File: src/rtl/lsu_ctrl_if.sv
// Core/memory bundle for the load/store initiator.
//   req_*  : core request channel (valid/ready handshake, we, funct3, byte address, store data)
//   rsp_*  : one-cycle response pulse with load data and fault code
//   mem_*  : word-indexed data memory port (lane strobes, load code, ack, read data)
// slave  : view taken by lsu_ctrl
// master : view taken by the core/memory side (testbench)
interface lsu_ctrl_if #(
  parameter int unsigned ADDR_W = 32
);
  logic              req_valid;
  logic              req_ready;
  logic              req_we;
  logic [2:0]        req_funct3;
  logic [ADDR_W-1:0] req_addr;
  logic [31:0]       req_wdata;

  logic              rsp_valid;
  logic [31:0]       rsp_rdata;
  logic [1:0]        rsp_fault;

  logic [31:0]       mem_addr;
  logic [3:0]        mem_wmem;
  logic [4:0]        mem_rmem;
  logic [31:0]       mem_store_data;
  logic              mem_ack;
  logic [31:0]       mem_load_data;

  modport slave (
    input  req_valid, req_we, req_funct3, req_addr, req_wdata, mem_ack, mem_load_data,
    output req_ready, rsp_valid, rsp_rdata, rsp_fault,
           mem_addr, mem_wmem, mem_rmem, mem_store_data
  );

  modport master (
    output req_valid, req_we, req_funct3, req_addr, req_wdata, mem_ack, mem_load_data,
    input  req_ready, rsp_valid, rsp_rdata, rsp_fault,
           mem_addr, mem_wmem, mem_rmem, mem_store_data
  );
endinterface

File: src/rtl/lsu_ctrl.sv
// Load/store initiator between the execute stage and the word-indexed data memory.
// Accepts one request at a time, decodes funct3/offset into lane strobes and a load
// code, drives the memory until ack (or timeout) and returns a one-cycle response.
// Ports:
//   clk   : rising-edge clock
//   rst_n : asynchronous active-low reset
//   bus   : lsu_ctrl_if.slave (request, response and memory channels)
module lsu_ctrl #(
  parameter int unsigned TIMEOUT_CYCLES = 16,
  parameter int unsigned ADDR_W         = 32
) (
  input  logic        clk,
  input  logic        rst_n,
  lsu_ctrl_if.slave   bus
);

  localparam int unsigned CNT_W = (TIMEOUT_CYCLES > 1) ? $clog2(TIMEOUT_CYCLES) : 1;
  localparam logic [CNT_W-1:0] CNT_LAST = CNT_W'(TIMEOUT_CYCLES - 1);

  localparam logic [1:0] FLT_OK      = 2'b00;
  localparam logic [1:0] FLT_MISALGN = 2'b01;
  localparam logic [1:0] FLT_TIMEOUT = 2'b10;
  localparam logic [1:0] FLT_ILLEGAL = 2'b11;

  typedef enum logic [1:0] {IDLE, ACCESS, RESP} state_t;

  state_t           state_q;
  logic             rdy_q;
  logic             we_q;
  logic [CNT_W-1:0] cnt_q;
  logic [31:0]      mem_addr_q;
  logic [31:0]      mem_store_data_q;
  logic [3:0]       mem_wmem_q;
  logic [4:0]       mem_rmem_q;
  logic             rsp_valid_q;
  logic [31:0]      rsp_rdata_q;
  logic [1:0]       rsp_fault_q;

  logic [1:0]       off;
  logic [2:0]       f3;
  logic [3:0]       dec_lanes;
  logic [1:0]       dec_fault;
  logic             dec_sign;
  logic             dec_illegal;

  // Request decode: byte lanes, sign-extend flag and fault code (illegal beats misaligned).
  always_comb begin
    off       = bus.req_addr[1:0];
    f3        = bus.req_funct3;
    dec_lanes = 4'b0000;
    dec_fault = FLT_OK;
    dec_sign  = ~f3[2] & (f3[1:0] != 2'b10);
    case (f3[1:0])
      2'b00: dec_lanes = 4'b0001 << off;
      2'b01: begin
        if (off[0]) dec_fault = FLT_MISALGN;
        else        dec_lanes = off[1] ? 4'b1100 : 4'b0011;
      end
      2'b10: begin
        if (off != 2'b00) dec_fault = FLT_MISALGN;
        else              dec_lanes = 4'b1111;
      end
      default: dec_fault = FLT_ILLEGAL;
    endcase
    dec_illegal = bus.req_we ? (f3[2] | (f3 == 3'b011))
                             : ((f3 == 3'b011) | (f3 == 3'b110) | (f3 == 3'b111));
    if (dec_illegal) dec_fault = FLT_ILLEGAL;
  end

  // Ready only in IDLE, and only once the first edge after reset release has passed.
  assign bus.req_ready      = rdy_q && (state_q == IDLE);
  assign bus.rsp_valid      = rsp_valid_q;
  assign bus.rsp_rdata      = rsp_rdata_q;
  assign bus.rsp_fault      = rsp_fault_q;
  assign bus.mem_addr       = mem_addr_q;
  assign bus.mem_wmem       = mem_wmem_q;
  assign bus.mem_rmem       = mem_rmem_q;
  assign bus.mem_store_data = mem_store_data_q;

  // Control FSM with registered outputs.
  always_ff @(posedge clk or negedge rst_n) begin
    if (!rst_n) begin
      state_q          <= IDLE;
      rdy_q            <= 1'b0;
      we_q             <= 1'b0;
      cnt_q            <= '0;
      mem_addr_q       <= '0;
      mem_store_data_q <= '0;
      mem_wmem_q       <= '0;
      mem_rmem_q       <= '0;
      rsp_valid_q      <= 1'b0;
      rsp_rdata_q      <= '0;
      rsp_fault_q      <= FLT_OK;
    end else begin
      rdy_q       <= 1'b1;
      rsp_valid_q <= 1'b0;
      case (state_q)
        IDLE: begin
          if (bus.req_valid && bus.req_ready) begin
            if (dec_fault != FLT_OK) begin
              // Faulted requests never touch the memory.
              rsp_valid_q <= 1'b1;
              rsp_fault_q <= dec_fault;
              rsp_rdata_q <= '0;
              state_q     <= RESP;
            end else begin
              mem_addr_q       <= 32'(bus.req_addr[ADDR_W-1:2]);
              mem_store_data_q <= bus.req_wdata;
              we_q             <= bus.req_we;
              cnt_q            <= '0;
              if (bus.req_we) mem_wmem_q <= dec_lanes;
              else            mem_rmem_q <= {dec_sign, dec_lanes};
              state_q          <= ACCESS;
            end
          end
        end
        ACCESS: begin
          if (bus.mem_ack) begin
            // Ack on the last allowed cycle still counts as success.
            mem_wmem_q  <= '0;
            mem_rmem_q  <= '0;
            rsp_valid_q <= 1'b1;
            rsp_fault_q <= FLT_OK;
            rsp_rdata_q <= we_q ? 32'd0 : bus.mem_load_data;
            state_q     <= RESP;
          end else if (cnt_q == CNT_LAST) begin
            mem_wmem_q  <= '0;
            mem_rmem_q  <= '0;
            rsp_valid_q <= 1'b1;
            rsp_fault_q <= FLT_TIMEOUT;
            rsp_rdata_q <= '0;
            state_q     <= RESP;
          end else begin
            cnt_q <= cnt_q + CNT_W'(1);
          end
        end
        RESP:    state_q <= IDLE;
        default: state_q <= IDLE;
      endcase
    end
  end

endmodule

File: src/flat_wrapper.sv
// flat-port wrapper written by rule: the top's interface ports become plain ports
module lsu_ctrl_flat 
#(
  parameter int unsigned TIMEOUT_CYCLES = 16,
  parameter int unsigned ADDR_W         = 32
)
  (clk, rst_n, bus_req_valid, bus_req_we, bus_req_funct3, bus_req_addr, bus_req_wdata, bus_mem_ack, bus_mem_load_data, bus_req_ready, bus_rsp_valid, bus_rsp_rdata, bus_rsp_fault, bus_mem_addr, bus_mem_wmem, bus_mem_rmem, bus_mem_store_data);
  lsu_ctrl_if #(.ADDR_W(ADDR_W)) bus_i ();
  input  logic clk;
  input  logic rst_n;
  input wire logic [$bits(bus_i.req_valid)-1:0] bus_req_valid;
  input wire logic [$bits(bus_i.req_we)-1:0] bus_req_we;
  input wire logic [$bits(bus_i.req_funct3)-1:0] bus_req_funct3;
  input wire logic [$bits(bus_i.req_addr)-1:0] bus_req_addr;
  input wire logic [$bits(bus_i.req_wdata)-1:0] bus_req_wdata;
  input wire logic [$bits(bus_i.mem_ack)-1:0] bus_mem_ack;
  input wire logic [$bits(bus_i.mem_load_data)-1:0] bus_mem_load_data;
  output wire logic [$bits(bus_i.req_ready)-1:0] bus_req_ready;
  output wire logic [$bits(bus_i.rsp_valid)-1:0] bus_rsp_valid;
  output wire logic [$bits(bus_i.rsp_rdata)-1:0] bus_rsp_rdata;
  output wire logic [$bits(bus_i.rsp_fault)-1:0] bus_rsp_fault;
  output wire logic [$bits(bus_i.mem_addr)-1:0] bus_mem_addr;
  output wire logic [$bits(bus_i.mem_wmem)-1:0] bus_mem_wmem;
  output wire logic [$bits(bus_i.mem_rmem)-1:0] bus_mem_rmem;
  output wire logic [$bits(bus_i.mem_store_data)-1:0] bus_mem_store_data;
  assign bus_i.req_valid = bus_req_valid;
  assign bus_i.req_we = bus_req_we;
  assign bus_i.req_funct3 = bus_req_funct3;
  assign bus_i.req_addr = bus_req_addr;
  assign bus_i.req_wdata = bus_req_wdata;
  assign bus_i.mem_ack = bus_mem_ack;
  assign bus_i.mem_load_data = bus_mem_load_data;
  assign bus_req_ready = bus_i.req_ready;
  assign bus_rsp_valid = bus_i.rsp_valid;
  assign bus_rsp_rdata = bus_i.rsp_rdata;
  assign bus_rsp_fault = bus_i.rsp_fault;
  assign bus_mem_addr = bus_i.mem_addr;
  assign bus_mem_wmem = bus_i.mem_wmem;
  assign bus_mem_rmem = bus_i.mem_rmem;
  assign bus_mem_store_data = bus_i.mem_store_data;
  lsu_ctrl #(.TIMEOUT_CYCLES(TIMEOUT_CYCLES), .ADDR_W(ADDR_W)) u_core (.clk(clk), .rst_n(rst_n), .bus(bus_i));
endmodule
File: config.mk
export PLATFORM = sky130hd
export DESIGN_NAME = lsu_ctrl_flat
export DESIGN_NICKNAME = d
export VERILOG_FILES = /design/src/rtl/lsu_ctrl_if.sv /design/src/rtl/lsu_ctrl.sv /design/src/flat_wrapper.sv
export SDC_FILE = /design/constraint.sdc
export NUM_CORES = 1
export LEC_CHECK = 0
export BUFFER_PORTS_ARGS = -buffer_cell sky130_fd_sc_hd__buf_2
export CAP_MARGIN = 20
export CELL_PAD_IN_SITES_DETAIL_PLACEMENT = 1
export CELL_PAD_IN_SITES_GLOBAL_PLACEMENT = 2
export CORE_UTILIZATION = 31
export CTS_CLUSTER_SIZE = 14
export DETAILED_ROUTE_END_ITERATION = 7
export GPL_ROUTABILITY_DRIVEN = 0
export HOLD_SLACK_MARGIN = 0.12
export PLACE_DENSITY_LB_ADDON = 0.1
export SLEW_MARGIN = 10
export SYNTH_ARGS = -nofsm -noshare
export SYNTH_HDL_FRONTEND = slang
export SYNTH_SLANG_ARGS = --single-unit
File: constraint.sdc
create_clock -name clk -period 2.6 [get_ports clk]
set_clock_uncertainty 0.05 [all_clocks]
set_input_delay 0.26 -clock clk [delete_from_list [all_inputs] [get_ports clk]]
set_output_delay 0.26 -clock clk [all_outputs]
set_load 0.05 [all_outputs]
==> results.md <==
- Status: completed
- Clk sinks: 114
- Count of cell types in the netlist: 45
- CTS Buf Count: 17
- Clk slew on worst S/H paths: 0.05 ns
- RSZ-0062 raised after global routing: no
- # IOs: 213
- DRC Markers: 0
- WP data arrival: 2.34 ns
- DRT iter0 DRCs: 105
- Final worst-path setup slack: 0.5072 ns
- Setup WS pre-CTS: 0.3737 ns
- Yosys reg bits: 114
- Maximum VDD drop: 0.6740 mV
- Largest net degree at the start of global routing: 64
- CTS tree: done
- Vias: 3,814
- Post-DRT Antenna Nets: 0
- Worst slew margin: 43.53%
- Die X-Extent: 122.8 um
- Placed Instances: 694
- Post-CTS resize count: 0
- Synth Flop Type: dfrtp_1
- Setup TNS: 0 ns
- Die area: 15,070 um^2
- Grt total ovfl: 0
- Antenna diode count: 0
- H-Tree Depth: 4
- Clock Latency Late Sink: 0.41 ns
- EDFF count, synth: 0
- Worst-Margin Slew: 0.8439 ns
- Min cycle time layout: 2.093 ns
- Layout area overhead: 62.84%
- Final Non-Filler Cells: 821
- Share of layout cells above drive strength 1: 49.30%
- Clock tree buffer depth: 2
- Vias in the first global route: 4,179
- Syn avg cell area: 14.40 um^2
- Row cnt: 43
- Nets: 733
- Hold Violations, Final: 0
- Critical Path Start Type: register
- Final setup vio count: 0
- Ys async rst share: 100.0%
- Post-synthesis cell count: 314
- Required @ worst endpoint: 2.85 ns
- Maximum clock frequency: 477.8 MHz
- Hold Crit Class: primary input to register
- Yosys warnings: 0
- Crit end category: register
- Max Cap Viol: 0
- DR vias/cell: 4.646
- Root Driver: clkbuf_16
- Static Leak: 0.003668 uW
- Final hold slack: 0.1483 ns
- Routed wire length: 13,390 um
- Placeable core region: 14,040 um^2
- Pwr/cell area: 1129 nW/um^2
- Max-slew violations: 0
- DP HPWL: 8629 um
- Post-CTS Setup Inserts: 0
- Final core occ: 52.44%
- Critical Path Fanout Max: 26
- Initial antenna violation count: 0
- First-pass GRT wire length: 21,250 um
- Starting Density: 32.20%
- PortBufs: 210
- Sequential cell area fraction in the yosys report: 63.09%
- Chip height: 122.8 um
- # fillers: 1,489
- Mapped Area: 4522 um^2
- Overall Global Routing Usage: 18.86%
- DR WL/cell: 16.30 um
- Crit Path Class: register to register
- Period Utilization, post-route: 80.49%
- DRT Pass-1 Iters: 4
==> worst paths after layout <==
kind | start | endpoint | slack, ns | cells past startpoint
worst max-delay path | u_core.state_q[0]$_DFFE_PN0P_ | u_core.bus.mem_store_data[30]$_DFFE_PN0P_ | 0.51 | 4
max in group asynchronous | rst_n | u_core.bus.mem_store_data[14]$_DFFE_PN0P_ | 1.49 | 3
worst max register to register | u_core.state_q[0]$_DFFE_PN0P_ | u_core.bus.mem_store_data[30]$_DFFE_PN0P_ | 0.51 | 4
min in group asynchronous | rst_n | u_core.bus.mem_rmem[2]$_DFFE_PN0P_ | 0.29 | 2
worst min register to register | u_core.bus.mem_wmem[0]$_DFFE_PN0P_ | u_core.bus.mem_wmem[0]$_DFFE_PN0P_ | 0.43 | 1
worst min-delay path | bus_req_we | u_core.we_q$_DFFE_PN0P_ | 0.15 | 3
==> timing repair <==
| action | 4_1_cts | 5_1_grt |
|---|---|---|
| hold buffers | 95 | 0 |
| hold endpoints to repair | 128 | 0 |
| setup endpoints to repair | 0 | 0 |
==> layout by cell type, fill, tap and decap left out, types with 5 or more instances in the layout <==
cell type,n
nor2_1,5
clkbuf_16,17
o2bb2ai_1,6
inv_1,6
mux2_2,62
dfrtp_1,114
a22o_1,34
dlygate4sd3_1,95
o21ai_0,7
a21oi_1,5
buf_4,7
buf_2,209
nand2_1,9
==> registers in the layout, indices dropped and copies added, names as in the netlist <==
| signal | count |
|---|---|
| u_core.bus.rsp_rdata | 32 |
| u_core.bus.mem_wmem | 4 |
| u_core.bus.rsp_valid | 1 |
| u_core.bus.mem_addr | 30 |
| u_core.we_q | 1 |
| u_core.bus.mem_store_data | 32 |
| u_core.cnt_q | 4 |
| u_core.bus.rsp_fault | 2 |
| u_core.rdy_q | 1 |
| u_core.state_q | 2 |
| u_core.bus.mem_rmem | 5 |
==> Yosys cell counts, types with 2 or more instances <==
master / count / area, um^2
a22o_1: 34 / 297.8
buf_6: 3 / 33.78
mux2_2: 62 / 698.2
conb_1: 2 / 7.510
nand2_1: 9 / 33.78
inv_1: 6 / 22.52
nand2b_1: 3 / 18.77
clkbuf_1: 2 / 7.510
o211ai_1: 4 / 30.03
nor2_1: 5 / 18.77
nor2b_1: 3 / 18.77
buf_2: 10 / 50.05
o21ai_0: 7 / 35.03
o31ai_1: 2 / 15.01
o2bb2ai_1: 6 / 52.55
buf_4: 3 / 22.52
and2_1: 3 / 18.77
dfrtp_1: 114 / 2853
nor3b_1: 4 / 30.03
a21oi_1: 5 / 25.02
nand3_1: 3 / 15.01
==> stage by stage <==
stage                     area [um^2]  power [uW]
after floorplan                  4526        4921
after global placement           5783        5710
after detailed placement         5783        5764
after CTS                        7363        8394
after global routing             7363        8697
final                            7363        8316
==> report_power, final <==
part / internal, uW / total, uW / switching [uW]
Combinational: 902 / 3250 / 2350
Clock: 1670 / 2480 / 810
Sequential: 2300 / 2580 / 284
Total: 4870 / 8320 / 3440
==> routing by layer <==
| layer | up-vias | GRT usage (%) | routed length, um |
|---|---|---|---|
| met2 | 129 | 32.13 | 6883 |
| met5 | - | 0 | 0 |
| met4 | 0 | 6.631 | 181 |
| met3 | 14 | 7.807 | 1019 |
| li1 | 1773 | - | - |
| met1 | 1898 | 21.08 | 5301 |
==> critical path, stage by stage (launching register included) <==
cell and delay (ns):
dfrtp_1 0.56, and4bb_2 0.34, o21ai_4 0.33, buf_4 0.34, mux2_2 0.35
==> area by class of cell <==
type | instances | area, um^2 | area share [%]
clock inverter | 10 | 155.1 | 2.107
clock buffer | 22 | 474.2 | 6.440
inverter | 6 | 22.52 | 0.3059
sequential | 114 | 2853 | 38.74
tap | 180 | 225.2 | 3.059
multi-input combinational | 176 | 1544 | 20.97
timing repair buffer | 313 | 2090 | 28.38
==> cell families (layout without fill, tap and decap cells) <==
kind of cell               Yosys count  count (layout)  synth area share, %
DFF                                114             114                63.09
xor gates and xnor gates             1               1               0.1937
buffers and inverters               25             351                3.127
AOI/OAI and AO/OA                   71              71                12.53
adders and majority gates            1               1               0.2767
and+or+nand+nor                     37              37                4.953
other                                2               3               0.1661
muxes                               63              63                15.66
Power figures use the tool's default switching activity.
